[config.mk]
export PLATFORM = sky130hd
export DESIGN_NAME = cpu_clock_ctrl
export DESIGN_NICKNAME = d
export VERILOG_FILES = /design/src/rtl/cpu_clock_ctrl_pkg.sv /design/src/rtl/cpu_clock_ctrl_btn_debounce.sv /design/src/rtl/cpu_clock_ctrl.sv
export SDC_FILE = /design/constraint.sdc
export NUM_CORES = 1
export LEC_CHECK = 0
export ABC_AREA = 1
export BUFFER_PORTS_ARGS = -buffer_cell sky130_fd_sc_hd__buf_4
export CAP_MARGIN = 30
export CORE_MARGIN = 3
export CORE_UTILIZATION = 53
export CTS_CLUSTER_SIZE = 16
export DETAILED_ROUTE_END_ITERATION = 7
export GPL_ROUTABILITY_DRIVEN = 0
export PLACE_DENSITY = 0.73
export SETUP_SLACK_MARGIN = 0.3
export SKIP_CTS_REPAIR_TIMING = 1
export SLEW_MARGIN = 20
export SYNTH_ARGS = -nofsm -noshare
export SYNTH_HDL_FRONTEND = slang
export SYNTH_SLANG_ARGS = --single-unit
export TNS_END_PERCENT = 1
[constraint.sdc]
create_clock -name clk -period 2 [get_ports clk]
set_input_delay 0.1 -clock clk [delete_from_list [all_inputs] [get_ports clk]]
set_output_delay 0.1 -clock clk [all_outputs]
set_load 0.005 [all_outputs]
[src/rtl/cpu_clock_ctrl_pkg.sv]
// Shared definitions for the CPU clock-enable controller.
// FSM state encodings used by the top and any block that decodes controller state.
package cpu_clock_ctrl_defs;

  localparam logic [1:0] ST_IDLE = 2'd0;
  localparam logic [1:0] ST_RUN  = 2'd1;
  localparam logic [1:0] ST_STEP = 2'd2;
  localparam logic [1:0] ST_HALT = 2'd3;

endpackage

[src/rtl/cpu_clock_ctrl_btn_debounce.sv]
// Board button conditioner: 2-flop synchroniser, stability counter and rising-edge pulse.
// Reusable for any raw push-button; level flips after DEBOUNCE_CYCLES stable differing cycles.
module btn_debounce #(
  parameter int DEBOUNCE_CYCLES = 50000,
  parameter int DB_W            = 16
) (
  input  logic clk,
  input  logic rst,
  input  logic btn_raw,
  output logic level,
  output logic pulse
);

  localparam logic [DB_W-1:0] CNT_MAX = DB_W'(DEBOUNCE_CYCLES - 1);

  logic            sync1_q, sync2_q;
  logic            level_q, level_d;
  logic            pulse_q, pulse_d;
  logic [DB_W-1:0] cnt_q, cnt_d;

  always_comb begin
    level_d = level_q;
    cnt_d   = cnt_q;
    pulse_d = 1'b0;
    if (sync2_q == level_q) begin
      cnt_d = '0;
    end else if (cnt_q == CNT_MAX) begin
      level_d = ~level_q;
      cnt_d   = '0;
      pulse_d = ~level_q;  // only the press direction produces a request
    end else begin
      cnt_d = cnt_q + DB_W'(1);
    end
  end

  always_ff @(posedge clk or posedge rst) begin
    if (rst) begin
      sync1_q <= 1'b0;
      sync2_q <= 1'b0;
      level_q <= 1'b0;
      pulse_q <= 1'b0;
      cnt_q   <= '0;
    end else begin
      sync1_q <= btn_raw;
      sync2_q <= sync1_q;
      level_q <= level_d;
      pulse_q <= pulse_d;
      cnt_q   <= cnt_d;
    end
  end

  assign level = level_q;
  assign pulse = pulse_q;

endmodule

[src/rtl/cpu_clock_ctrl.sv]
// Turns the slow divider square wave into one-cycle CPU clock enables.
// Supports free-run, single-step and sticky halt; everything runs on clk.
module cpu_clock_ctrl
  import cpu_clock_ctrl_defs::*;
#(
  parameter int DEBOUNCE_CYCLES = 50000,
  parameter int DB_W            = 16,
  parameter int CNT_W           = 16
) (
  input  logic             clk,
  input  logic             rst,
  input  logic             div_in,
  input  logic             run_sw,
  input  logic             step_btn,
  input  logic             halt,
  output logic             cpu_en,
  output logic             running,
  output logic             halted,
  output logic [CNT_W-1:0] instr_count
);

  logic             div1_q, div2_q, div3_q;
  logic             run1_q, run2_q;
  logic             tick, run_s, step_req, step_level;
  logic [1:0]       state_q, state_d;
  logic             cpu_en_q, cpu_en_d;
  logic             running_q, running_d;
  logic             halted_q, halted_d;
  logic [CNT_W-1:0] count_q, count_d;

  btn_debounce #(
    .DEBOUNCE_CYCLES(DEBOUNCE_CYCLES),
    .DB_W           (DB_W)
  ) u_step_db (
    .clk    (clk),
    .rst    (rst),
    .btn_raw(step_btn),
    .level  (step_level),
    .pulse  (step_req)
  );

  // s3 low is required, so two ticks can never land on adjacent cycles
  assign tick  = div2_q & ~div3_q;
  assign run_s = run2_q;

  always_comb begin
    state_d  = state_q;
    cpu_en_d = 1'b0;
    case (state_q)
      ST_IDLE: begin
        if (halt)          state_d = ST_HALT;
        else if (run_s)    state_d = ST_RUN;
        else if (step_req) state_d = ST_STEP;
      end
      ST_RUN: begin
        if (halt)        state_d = ST_HALT;
        else if (!run_s) state_d = ST_IDLE;
        else if (tick)   cpu_en_d = 1'b1;
      end
      ST_STEP: begin
        if (halt) begin
          state_d = ST_HALT;
        end else if (tick) begin
          cpu_en_d = 1'b1;
          state_d  = ST_IDLE;
        end
      end
      default: state_d = ST_HALT;
    endcase
    count_d   = cpu_en_d ? count_q + CNT_W'(1) : count_q;
    running_d = (state_d == ST_RUN);
    halted_d  = (state_d == ST_HALT);
  end

  always_ff @(posedge clk or posedge rst) begin
    if (rst) begin
      div1_q    <= 1'b0;
      div2_q    <= 1'b0;
      div3_q    <= 1'b0;
      run1_q    <= 1'b0;
      run2_q    <= 1'b0;
      state_q   <= ST_IDLE;
      cpu_en_q  <= 1'b0;
      running_q <= 1'b0;
      halted_q  <= 1'b0;
      count_q   <= '0;
    end else begin
      div1_q    <= div_in;
      div2_q    <= div1_q;
      div3_q    <= div2_q;
      run1_q    <= run_sw;
      run2_q    <= run1_q;
      state_q   <= state_d;
      cpu_en_q  <= cpu_en_d;
      running_q <= running_d;
      halted_q  <= halted_d;
      count_q   <= count_d;
    end
  end

  assign cpu_en      = cpu_en_q;
  assign running     = running_q;
  assign halted      = halted_q;
  assign instr_count = count_q;

endmodule

==> results by group, run 1 <==
GRT
  – GR Util met3: 0.0424
  – Met1 usage: 0.279
  – Initial antenna violation count: 0
  – Pin count of the biggest net entering global routing: 47
  – GRT Max-Usage Layer: met2
  – Global-route usage over all layers: 0.195
  – Vias in the first global route: 1827
  – Global-route wire length before repair: 8.18 mm
  – Grt ovf: 0
  – M2 GR Usage: 0.295

Yosys
  – Synth warn: 0
  – Cells after synthesis: 305
  – Avg Cell Area, Syn: 7.92 um^2
  – Yosys reg bits: 46
  – EDFF count, synth: 0
  – Post-synthesis net count: 317
  – Top FF cell, synth: dfrtp_1
  – Post-synth ARST share: 1.00
  – Count of cell types in the netlist: 25
  – Synth Cell Area: 2420 um^2
  – Seq/Total Area, Yosys: 0.476

Detailed routing
  – Vias: 1988
  – DRT Pass-1 Iters: 4
  – Initial detailed-routing violation count: 149
  – Vias per cell: 5.10
  – Remaining antenna violation count: 0
  – Wirelength, routed: 4.75 mm
  – Routed len/inst: 12.2 um
  – Drc violations: 0

Critical path
  – Worst setup path end: instr_count[4]$_DFFE_PP0P_
  – Crit path from: state_q[1]$_DFF_PP0_
  – Worst EP required: 2.18 ns
  – Reg-to-Reg Start: state_q[1]$_DFF_PP0_
  – Startpoint Class: flop
  – WS Path Type: flop to flop
  – R2R cell count: 8
  – Critical R2R Capture: instr_count[4]$_DFFE_PP0P_
  – Arrival @ worst endpoint: 1.76 ns
  – Slack of the worst reg-to-reg path: 0.42 ns
  – Crit Path Max Fanout: 11
  – CP Capture Type: flop

Placement
  – Detail Placement HPWL: 3.44 mm
  – IO Port Bufs: 24
  – Placed Cells: 378

Power
  – Peak VDD IR: 0.377 mV
  – P_leak: 1.38 nW
  – Cell Pwr Density: 571 nW/um^2
  – Power Total: 1.59 mW

STA
  – Maximum clock frequency: 0.632 GHz
  – Max_slew headroom: 0.629
  – Finish-stage setup viols: 0
  – Worst-Margin Slew: 0.557 ns
  – Clock Skew: 0.00617 ns
  – Final hold vios: 0
  – Pins Over Slew Limit: 0
  – Tmin final: 1.58 ns
  – Tcrit/Tclk final: 0.791
  – Unrepaired setup endpoints after global routing: yes
  – TNS Setup: 0 ns

Floorplanning
  – Die extent in y: 73.5 um
  – Cell Rows: 23
  – Floorplan Core Area: 4200 um^2
  – Die W: 73.5 um
  – Io pins: 25
  – DIE AREA: 5400 um^2
  – Initial Util: 0.575

Flow run
  – Max_cap viols: 0

Clock network
  – Clock sinks: 46
  – H-tree depth: 2
  – Clock buffer depth: 2
  – Clk Latency, worst-skew pair: 0.29 ns
  – Clock tree root buffer cell: clkbuf_8
  – CTS Buf Count: 5
  – Worst-path clk slew: 0.09 ns
  – CTS tree: built

Finish
  – Layout cell share with drive strength beyond 1: 0.156
  – Filler Cell Count: 369
  – Fin nets: 351
  – P&R area growth vs syn: 15.5%
  – # diodes: 0
  – Final non-filler cell total: 390

Status
  – Status: complete, no violations

Worst hold path
  – Hold crit path type: primary input to flop
  – Hold Path Origin: halt
==> stage by stage <==
step	setup slack [ns]	hold WS [ns]	utilization	cell area (um^2)
finish	0.418	0.148	0.664	2790
global route	0.262	0.157	0.664	2790
CTS	0.284	-0.0971	0.653	2740
detailed placement	0.305	0.211	0.631	2650
global placement	0.455	0.210	0.631	2650
floorplan	0.604	0.131	-	2420
==> worst max-delay path, cell delays in order, from the launching register on <==
cell and delay (ns):
dfrtp_1 0.43, inv_1 0.09, ha_1 0.22, a21oi_1 0.25
inv_1 0.11, nand3_2 0.20, nor2_1 0.07, nand2_1 0.06
nand2_1 0.05
==> per-layer routing <==
layer | vias up | wire [um]
li1 | 1026 | -
met1 | 926 | 2360
met2 | 29 | 2160
met3 | 7 | 170
met4 | 0 | 63
met5 | - | 0
==> synth_stat cells (3+ instances only) <==
cell type | number | share of area
xnor2_1 | 4 | 0.014
nand3b_1 | 4 | 0.012
inv_1 | 39 | 0.061
dfrtp_1 | 46 | 0.48
xor2_1 | 5 | 0.018
nand4_1 | 10 | 0.026
nor2_1 | 44 | 0.068
buf_4 | 3 | 0.0093
nor2_2 | 6 | 0.016
nor3_1 | 5 | 0.010
nand2_1 | 80 | 0.12
ha_1 | 6 | 0.031
nand3_1 | 24 | 0.050
nand2_2 | 4 | 0.010
a21oi_1 | 3 | 0.0062
o21ai_1 | 8 | 0.017
==> power breakdown <==
group | switching [mW] | internal [mW]
logic | 0.0369 | 0.0221
registers | 0.00927 | 0.941
clock network | 0.305 | 0.279
==> cells by family (layout without fill, tap and decap cells) <==
kind of cell | after synthesis | in the layout | synth area share
DFF | 46 | 46 | 0.476
AOI/OAI and AO/OA | 14 | 14 | 0.0311
and+or+nand+nor | 185 | 185 | 0.349
buffers and inverters | 44 | 79 | 0.0730
adders and majority gates | 6 | 6 | 0.0311
xor gates and xnor gates | 10 | 10 | 0.0394
==> registers in the layout (all words and copies together) (netlist names) <==
| register | cells |
|---|---|
| state_q | 2 |
| div3_q | 1 |
| u_step_db.level | 1 |
| u_step_db.sync1_q | 1 |
| run1_q | 1 |
| run2_q | 1 |
| div1_q | 1 |
| u_step_db.sync2_q | 1 |
| instr_count | 16 |
| running | 1 |
| u_step_db.pulse | 1 |
| halted | 1 |
| u_step_db.cnt_q | 16 |
| cpu_en | 1 |
| div2_q | 1 |
==> how the worst min path moves through the flow <==
| stage | to | slack, ns | cells after the start |
|---|---|---|---|
| 2_1_floorplan | div1_q$_DFF_PP0_ | 0.13 | 0 |
| 3_5_place_dp | run1_q$_DFF_PP0_ | 0.21 | 1 |
| 4_1_cts | u_step_db.sync1_q$_DFF_PP0_ | -0.1 | 1 |
| 3_3_place_gp | div1_q$_DFF_PP0_ | 0.21 | 1 |
| 5_1_grt | state_q[1]$_DFF_PP0_ | 0.16 | 3 |
| 6_report | state_q[1]$_DFF_PP0_ | 0.15 | 3 |
==> cell usage in the layout, fill, tap and decap left out, types with 4 or more instances in the layout <==
cell,count
o21ai_1,8
clkbuf_8,6
nor2_1,44
ha_1,6
nor3_1,5
xnor2_1,4
buf_4,25
inv_1,38
dfrtp_1,46
xor2_1,5
nand4_1,10
nand3_1,23
nand3b_1,4
dlygate4sd3_1,4
nor2_2,6
nand2_2,4
nand2_1,80
==> final cells by class <==
class / count / area (um^2) / share of cell area
well taps: 50 / 62.6 / 0.0224
flip-flops and latches: 46 / 1150 / 0.412
clock buffers: 7 / 86.3 / 0.0309
multi-input cells: 215 / 1090 / 0.392
clock inverters: 1 / 5.00 / 0.00179
inverters: 41 / 154 / 0.0551
repair buffers: 30 / 239 / 0.0856
No activity file was read; power rests on OpenSTA's default activity.
==> run 2: changes to the inputs <==
==> constraint.sdc (replaced) <==
create_clock -name clk -period 1.6 [get_ports clk]
set_input_delay 0.08 -clock clk [delete_from_list [all_inputs] [get_ports clk]]
set_output_delay 0.08 -clock clk [all_outputs]
set_load 0.005 [all_outputs]
==> run 2 against run 1 <==
  * Cell area grew 4.9%
  * Sequential cell count is the same
  * Sequential power grew 25%
  * First-iteration DRC count shrank 42%
  * Worst hold slack lost 0.036 ns
  * Via count grew 0.60%
  * Utilization grew 3.3 points
  * Power grew 34%
  * Fmax grew 9.0%
  * Sequential share of layout area shrank 1.8 points
  * Largest cell class is now multi-input combinational cells
==> results by group, run 2 (synthesis gave the netlist of run 1 again) <==
Status
  – Status: complete, no violations

Placement
  – Detail Placement HPWL: 3.43 mm (-0.32%)
  – Placed Cells: 380 (+0.53%)
  – Post-place instance area: 2700 um^2 (+1.7%)
  – IO Port Bufs: 24 (unchanged)

Finish
  – Final std cell area, no fill: 2930 um^2 (+4.9%)
  – Fin nets: 355 (+1.1%)
  – Final non-filler cell total: 394 (+1.0%)
  – Most frequent cells in the layout: 80 x nand2_1, 44 x nor2_1, 43 x dfrtp_1
  – Layout Utilization: 0.697 (+0.0328)
  – Layout cell share with drive strength beyond 1: 0.203 (+0.0476)
  – Commonest non-fill, non-tap cell in the layout: nand2_1
  – # diodes: 0 (unchanged)
  – P&R area growth vs syn: 21.2%

Detailed routing
  – Wirelength, routed: 4.65 mm (-2.1%)
  – DRT Pass-1 Iters: 4 (unchanged)
  – Metal-1 WL: 2.09 mm (-12%)
  – Routed len/inst: 11.8 um (-3.1%)
  – Initial detailed-routing violation count: 86 (-42%)
  – Met2 wire length: 2.25 mm (+4.3%)
  – Met3 wire length: 236 um (+39%)
  – Vias: 2000 (+0.60%)
  – Top sig layer: met4
  – Remaining antenna violation count: 0 (unchanged)
  – Drc violations: 0 (unchanged)
  – Vias per cell: 5.08 (-0.42%)

Flow run
  – Max_cap viols: 0 (unchanged)

Critical path
  – Crit path from: state_q[0]$_DFF_PP0_
  – Reg-to-Reg Start: state_q[0]$_DFF_PP0_
  – Worst setup path end: running$_DFF_PP0_
  – WS Path Type: flop to flop
  – CP Capture Type: flop
  – R2R cell count: 6 (-2)
  – Slack of the worst reg-to-reg path: 0.15 ns (-0.27 ns)
  – Critical R2R Capture: running$_DFF_PP0_
  – Worst EP required: 1.83 ns (-0.35 ns)
  – Crit Path Max Fanout: 4 (-7)
  – Arrival @ worst endpoint: 1.68 ns (-0.08 ns)
  – Startpoint Class: flop

Clock network
  – CTS tree: built
  – Clock sinks: 46 (unchanged)
  – Worst-path clk slew: 0.08 ns (about the same)
  – H-tree depth: 2 (unchanged)
  – CTS Buf Count: 5 (unchanged)
  – Clock buffer depth: 2 (unchanged)
  – Clk Latency, worst-skew pair: 0.31 ns (+0.02 ns)
  – Clock tree root buffer cell: clkbuf_8

Power
  – Peak VDD IR: 0.653 mV (+73%)
  – P_leak: 1.40 nW (+1.7%)
  – Cell Pwr Density: 728 nW/um^2 (+28%)

STA
  – Maximum clock frequency: 0.689 GHz (+9.0%)
  – Finish-stage setup viols: 0 (unchanged)
  – TNS Setup: 0 ns (unchanged)
  – Clock Skew: 0.0116 ns (+0.00544 ns)
  – Unrepaired setup endpoints after global routing: yes
  – Pins Over Slew Limit: 0 (unchanged)
  – Hold slack: 0.112 ns (-0.0358 ns)
  – Tmin final: 1.45 ns (-0.130 ns)
  – Tcrit/Tclk final: 0.907 (+0.116)
  – Worst-Margin Slew: 0.360 ns (-0.198 ns)
  – Max_slew headroom: 0.760 (+0.132)
  – Final hold vios: 0 (unchanged)

GRT
  – Pin count of the biggest net entering global routing: 22 (-53%)
  – Global-route usage over all layers: 0.186 (-0.00872)
  – Global-route wire length before repair: 7.73 mm (-5.4%)
  – Grt ovf: 0 (unchanged)
  – Initial antenna violation count: 0 (unchanged)
  – Vias in the first global route: 1820 (-0.38%)

Floorplanning
  – Io pins: 25 (unchanged)
  – Die W: 73.5 um (unchanged)
  – Cell Rows: 23 (unchanged)
  – Initial Util: 0.575 (unchanged)
  – Floorplan Core Area: 4200 um^2 (unchanged)
  – Die extent in y: 73.5 um (unchanged)
  – DIE AREA: 5400 um^2 (unchanged)

Worst hold path
  – Hold crit path type: primary input to flop
run 2: cell count changes in the layout (fill, tap and decap cells not counted), sizes merged:
cell    previous run  this run
inv               41        42
clkbuf             7         5
bufinv             0         1
buf               26        30
run 2: worst min path at each step:
stage,slack [ns],to,depth (start not counted),start
global route,0.12,state_q[1]$_DFF_PP0_,3,halt
floorplan,0.11,div1_q$_DFF_PP0_,0,div_in
global placement,0.04,halted$_DFF_PP0_,2,rst
finish,0.11,state_q[1]$_DFF_PP0_,3,halt
CTS,-0.30,instr_count[8]$_DFFE_PP0P_,2,rst
detailed placement,0.04,halted$_DFF_PP0_,2,rst
run 2: through the flow:
| step | power (mW) | worst slack, ns |
|---|---|---|
| after floorplan | 1.25 | 0.271 |
| after global placement | 1.28 | 0.163 |
| after detailed placement | 1.28 | 0.121 |
| after CTS | 2.15 | 0.0760 |
| after global routing | 2.21 | 0.0554 |
| final | 2.13 | 0.148 |
run 2: cell type report:
type	count	area (um^2)
Clock buffer	5	68.8
Fill cell	342	1270
Timing Repair Buffer	34	282
Sequential cell	46	1150
Inverter	41	154
Multi-Input combinational cell	215	1160
Tap cell	50	62.6
Clock inverter	3	43.8
run 2: per-layer routing:
layer / up-vias / global-route usage
li1: 1028 / -
met1: 922 / 0.223
met2: 44 / 0.308
met3: 6 / 0.0465
met4: 0 / 0.0926
met5: - / 0
run 2: worst max-delay path: stages, from the launching register on:
cell     delay, ns
dfrtp_2       0.43
inv_2         0.09
ha_4          0.18
or2_1         0.23
o21ai_2       0.14
nand4_1       0.16
nor2_1        0.15
run 2: report_power, final:
part / internal (mW) / switching, mW
clock: 0.468 / 0.397
sequential: 1.18 / 0.0132
combinational: 0.0304 / 0.0470
total: 1.67 / 0.458
==> run 3: changes to the inputs <==
--- a/config.mk
+++ b/config.mk
@@ -6,14 +6,17 @@
 export NUM_CORES = 1
 export LEC_CHECK = 0
 export ABC_AREA = 1
-export BUFFER_PORTS_ARGS = -buffer_cell sky130_fd_sc_hd__buf_4
 export CAP_MARGIN = 30
+export CELL_PAD_IN_SITES_DETAIL_PLACEMENT = 2
+export CELL_PAD_IN_SITES_GLOBAL_PLACEMENT = 2
 export CORE_MARGIN = 3
-export CORE_UTILIZATION = 53
+export CORE_UTILIZATION = 37
 export CTS_CLUSTER_SIZE = 16
 export DETAILED_ROUTE_END_ITERATION = 7
+export DONT_BUFFER_PORTS = 1
 export GPL_ROUTABILITY_DRIVEN = 0
-export PLACE_DENSITY = 0.73
+export GPL_TIMING_DRIVEN = 0
+export PLACE_DENSITY_LB_ADDON = 0.1
 export SETUP_SLACK_MARGIN = 0.3
 export SKIP_CTS_REPAIR_TIMING = 1
 export SLEW_MARGIN = 20
==> run 3 against run 2 <==
  * Critical path depth up 2
  * Global-route usage about the same
  * Cell area down 3.0%
  * Register-to-register slack worse by 0.09 ns
  * Sequential share of layout area up 1.2 points
  * Largest power group unchanged
  * Wire length up 41%
  * Fmax down 6.1%
  * Power down 7.4%
  * Highest routed layer unchanged
==> results by group, run 3 (synthesis gave the netlist of run 1 again) <==
Critical path
  – Most numerous cell on the critical path: nand2_2
  – Slowest-stage cell, CP: dfrtp_2
  – CP Capture Type: flop
  – WS Path Type: flop to flop
  – CP peak stage delay: 0.45 ns (+0.02 ns)
  – Slack of the worst reg-to-reg path: 0.05 ns (-0.09 ns)
  – Crit Path Max Fanout: 5 (+1)
  – Worst EP required: 1.79 ns (-0.04 ns)
  – Crit path cell chain: inv_4, ha_4, nand2_4, nor2_4, buf_6, nand3_2, nand2_2, nand2_2
  – Arrival @ worst endpoint: 1.74 ns (+0.06 ns)
  – Startpoint Class: flop

Power
  – Clk pwr share: 0.359 (-0.047)
  – Peak VDD IR: 0.419 mV (-36%)
  – Switching Fraction: 0.236 (+0.0218)
  – P_leak: 1.31 nW (-6.5%)
  – NetSw: 0.467 mW (+2.0%)
  – Cell-internal power: 1.51 mW (-9.9%)
  – Comb pwr share: 0.039 (+0.003)
  – Power Total: 1.98 mW (-7.4%)
  – Part of the power in registers: 0.602 (+0.044)
  – Cell Pwr Density: 696 nW/um^2 (-4.5%)

Finish
  – Layout Utilization: 0.463 (-0.234)
  – Layout cell share with drive strength beyond 1: 0.174 (-0.0292)
  – Final std cell area, no fill: 2840 um^2 (-3.0%)
  – Most frequent cells in the layout: 77 x nand2_1, 44 x nor2_1, 43 x dfrtp_1
  – Commonest non-fill, non-tap cell in the layout: nand2_1
  – Fin nets: 338 (-4.8%)
  – P&R area growth vs syn: 17.6%
  – # diodes: 0 (unchanged)

STA
  – Tmin final: 1.55 ns (+0.0940 ns)
  – Clock Skew: 0.00386 ns (-0.00775 ns)
  – Worst-Margin Slew: 0.404 ns (+0.0442 ns)
  – Max_slew headroom: 0.729 (-0.0313)
  – Maximum clock frequency: 0.647 GHz (-6.1%)
  – Unrepaired setup endpoints after global routing: yes
  – Finish-stage setup viols: 0 (unchanged)
  – Final hold vios: 0 (unchanged)
  – Tcrit/Tclk final: 0.966 (+0.0587)
  – Pins Over Slew Limit: 0 (unchanged)

Detailed routing
  – Initial detailed-routing violation count: 78 (-9.3%)
  – Vias: 2022 (+1.1%)
  – Remaining antenna violation count: 0 (unchanged)
  – Wirelength, routed: 6.56 mm (+41%)
  – Drc violations: 0 (unchanged)
  – DRT Pass-1 Iters: 4 (unchanged)
  – Routed len/inst: 16.3 um (+38%)
  – Vias per cell: 5.03 (-0.91%)

Floorplanning
  – Initial Util: 0.394 (-0.181)
  – Cell Rows: 28 (+22%)
  – Die extent in y: 86.8 um (+18%)
  – Die W: 86.8 um (+18%)
  – Io pins: 25 (unchanged)
  – Floorplan Core Area: 6130 um^2 (+46%)
  – DIE AREA: 7540 um^2 (+39%)

GRT
  – GR Util met3: 0.0466 (+0.0000663)
  – Initial antenna violation count: 0 (unchanged)
  – Pin count of the biggest net entering global routing: 31 (+41%)
  – Vias in the first global route: 2197 (+21%)
  – M2 GR Usage: 0.303 (-0.00510)
  – GRT Max-Usage Layer: met2
  – Met1 usage: 0.240 (+0.0171)
  – Global-route wire length before repair: 10.8 mm (+40%)
  – Global-route usage over all layers: 0.185 (-0.000484)
  – Grt ovf: 0 (unchanged)

Clock network
  – CTS tree: built
  – Clock sinks: 46 (unchanged)
  – Worst-path clk slew: 0.08 ns (about the same)
  – Clock tree root buffer cell: clkbuf_8
  – Clk Latency, worst-skew pair: 0.30 ns (about the same)
  – CTS Buf Count: 5 (unchanged)
  – Clock buffer depth: 2 (unchanged)
  – H-tree depth: 2 (unchanged)

Status
  – Status: complete, no violations

Flow run
  – Max_cap viols: 0 (unchanged)

Placement
  – Post-place instance area: 2550 um^2 (-5.2%)
  – Detail Placement HPWL: 4.59 mm (+34%)
  – IO Port Bufs: 0 (-100%)

Worst hold path
  – Hold crit path type: primary input to flop
## run 3: changes by cell type in the layout (fill, tap and decap cells not counted), moves of 2 or more
| cell | before | now |
|---|---|---|
| nand3_1 | 24 | 22 |
| buf_6 | 1 | 3 |
| nand2_1 | 80 | 77 |
| inv_4 | 0 | 2 |
| buf_4 | 28 | 6 |
| nand2_2 | 3 | 5 |
| nand3_2 | 1 | 3 |
## run 3: per-stage QoR
step / setup TNS (ns) / instances / worst slack [ns] / hold slack [ns]
after CTS: -0.206 / 389 / -0.0652 / -0.359
final: 0 / 402 / 0.0544 / 0.112
after detailed placement: -0.0132 / 381 / -0.0132 / -0.0218
after global placement: -7.54 / 380 / -0.308 / 0.112
after floorplan: 0 / 305 / 0.271 / 0.111
after global routing: -0.0690 / 402 / -0.0307 / 0.116
## run 3: final timing paths
check,from,end,depth (start not counted)
min reg2reg,u_step_db.sync1_q$_DFF_PP0_,u_step_db.sync2_q$_DFF_PP0_,0
min,halt,state_q[0]$_DFF_PP0_,6
max in group asynchronous,rst,state_q[0]$_DFF_PP0_,3
max reg2reg,state_q[0]$_DFF_PP0_,instr_count[12]$_DFFE_PP0P_,8
max,state_q[0]$_DFF_PP0_,instr_count[12]$_DFFE_PP0P_,8
min in group asynchronous,rst,instr_count[10]$_DFFE_PP0P_,2
## run 3: cell type report
type / count / area [um^2]
buffer: 3 / 33.8
timing repair buffer: 14 / 143
inverter: 41 / 159
multi-input combinational: 215 / 1170
tap: 75 / 93.8
clock buffer: 6 / 72.6
fill: 702 / 3290
clock inverter: 2 / 10.0
sequential: 46 / 1150
## run 3: worst max-delay path, delay by kind of cell (launching register included)
kind	cells	cell delay (ns)
simple gates	5	0.48
buf+inv	2	0.22
flops	1	0.45
fa+ha+maj	1	0.29
## run 3: power groups by stage
stage | logic, mW | registers (mW) | clock network (mW)
5_1_grt | 0.0914 | 1.19 | 0.805
4_1_cts | 0.0647 | 1.19 | 0.748
2_1_floorplan | 0.0429 | 1.21 | 0
3_5_place_dp | 0.0645 | 1.21 | 0
3_3_place_gp | 0.0579 | 1.21 | 0
6_report | 0.0777 | 1.19 | 0.709
## run 3: per-layer routing
layer	part of all wire	routed length (um)
met5	0	0
met2	0.50	3300
met1	0.45	2980
met3	0.030	198
met4	0.013	82
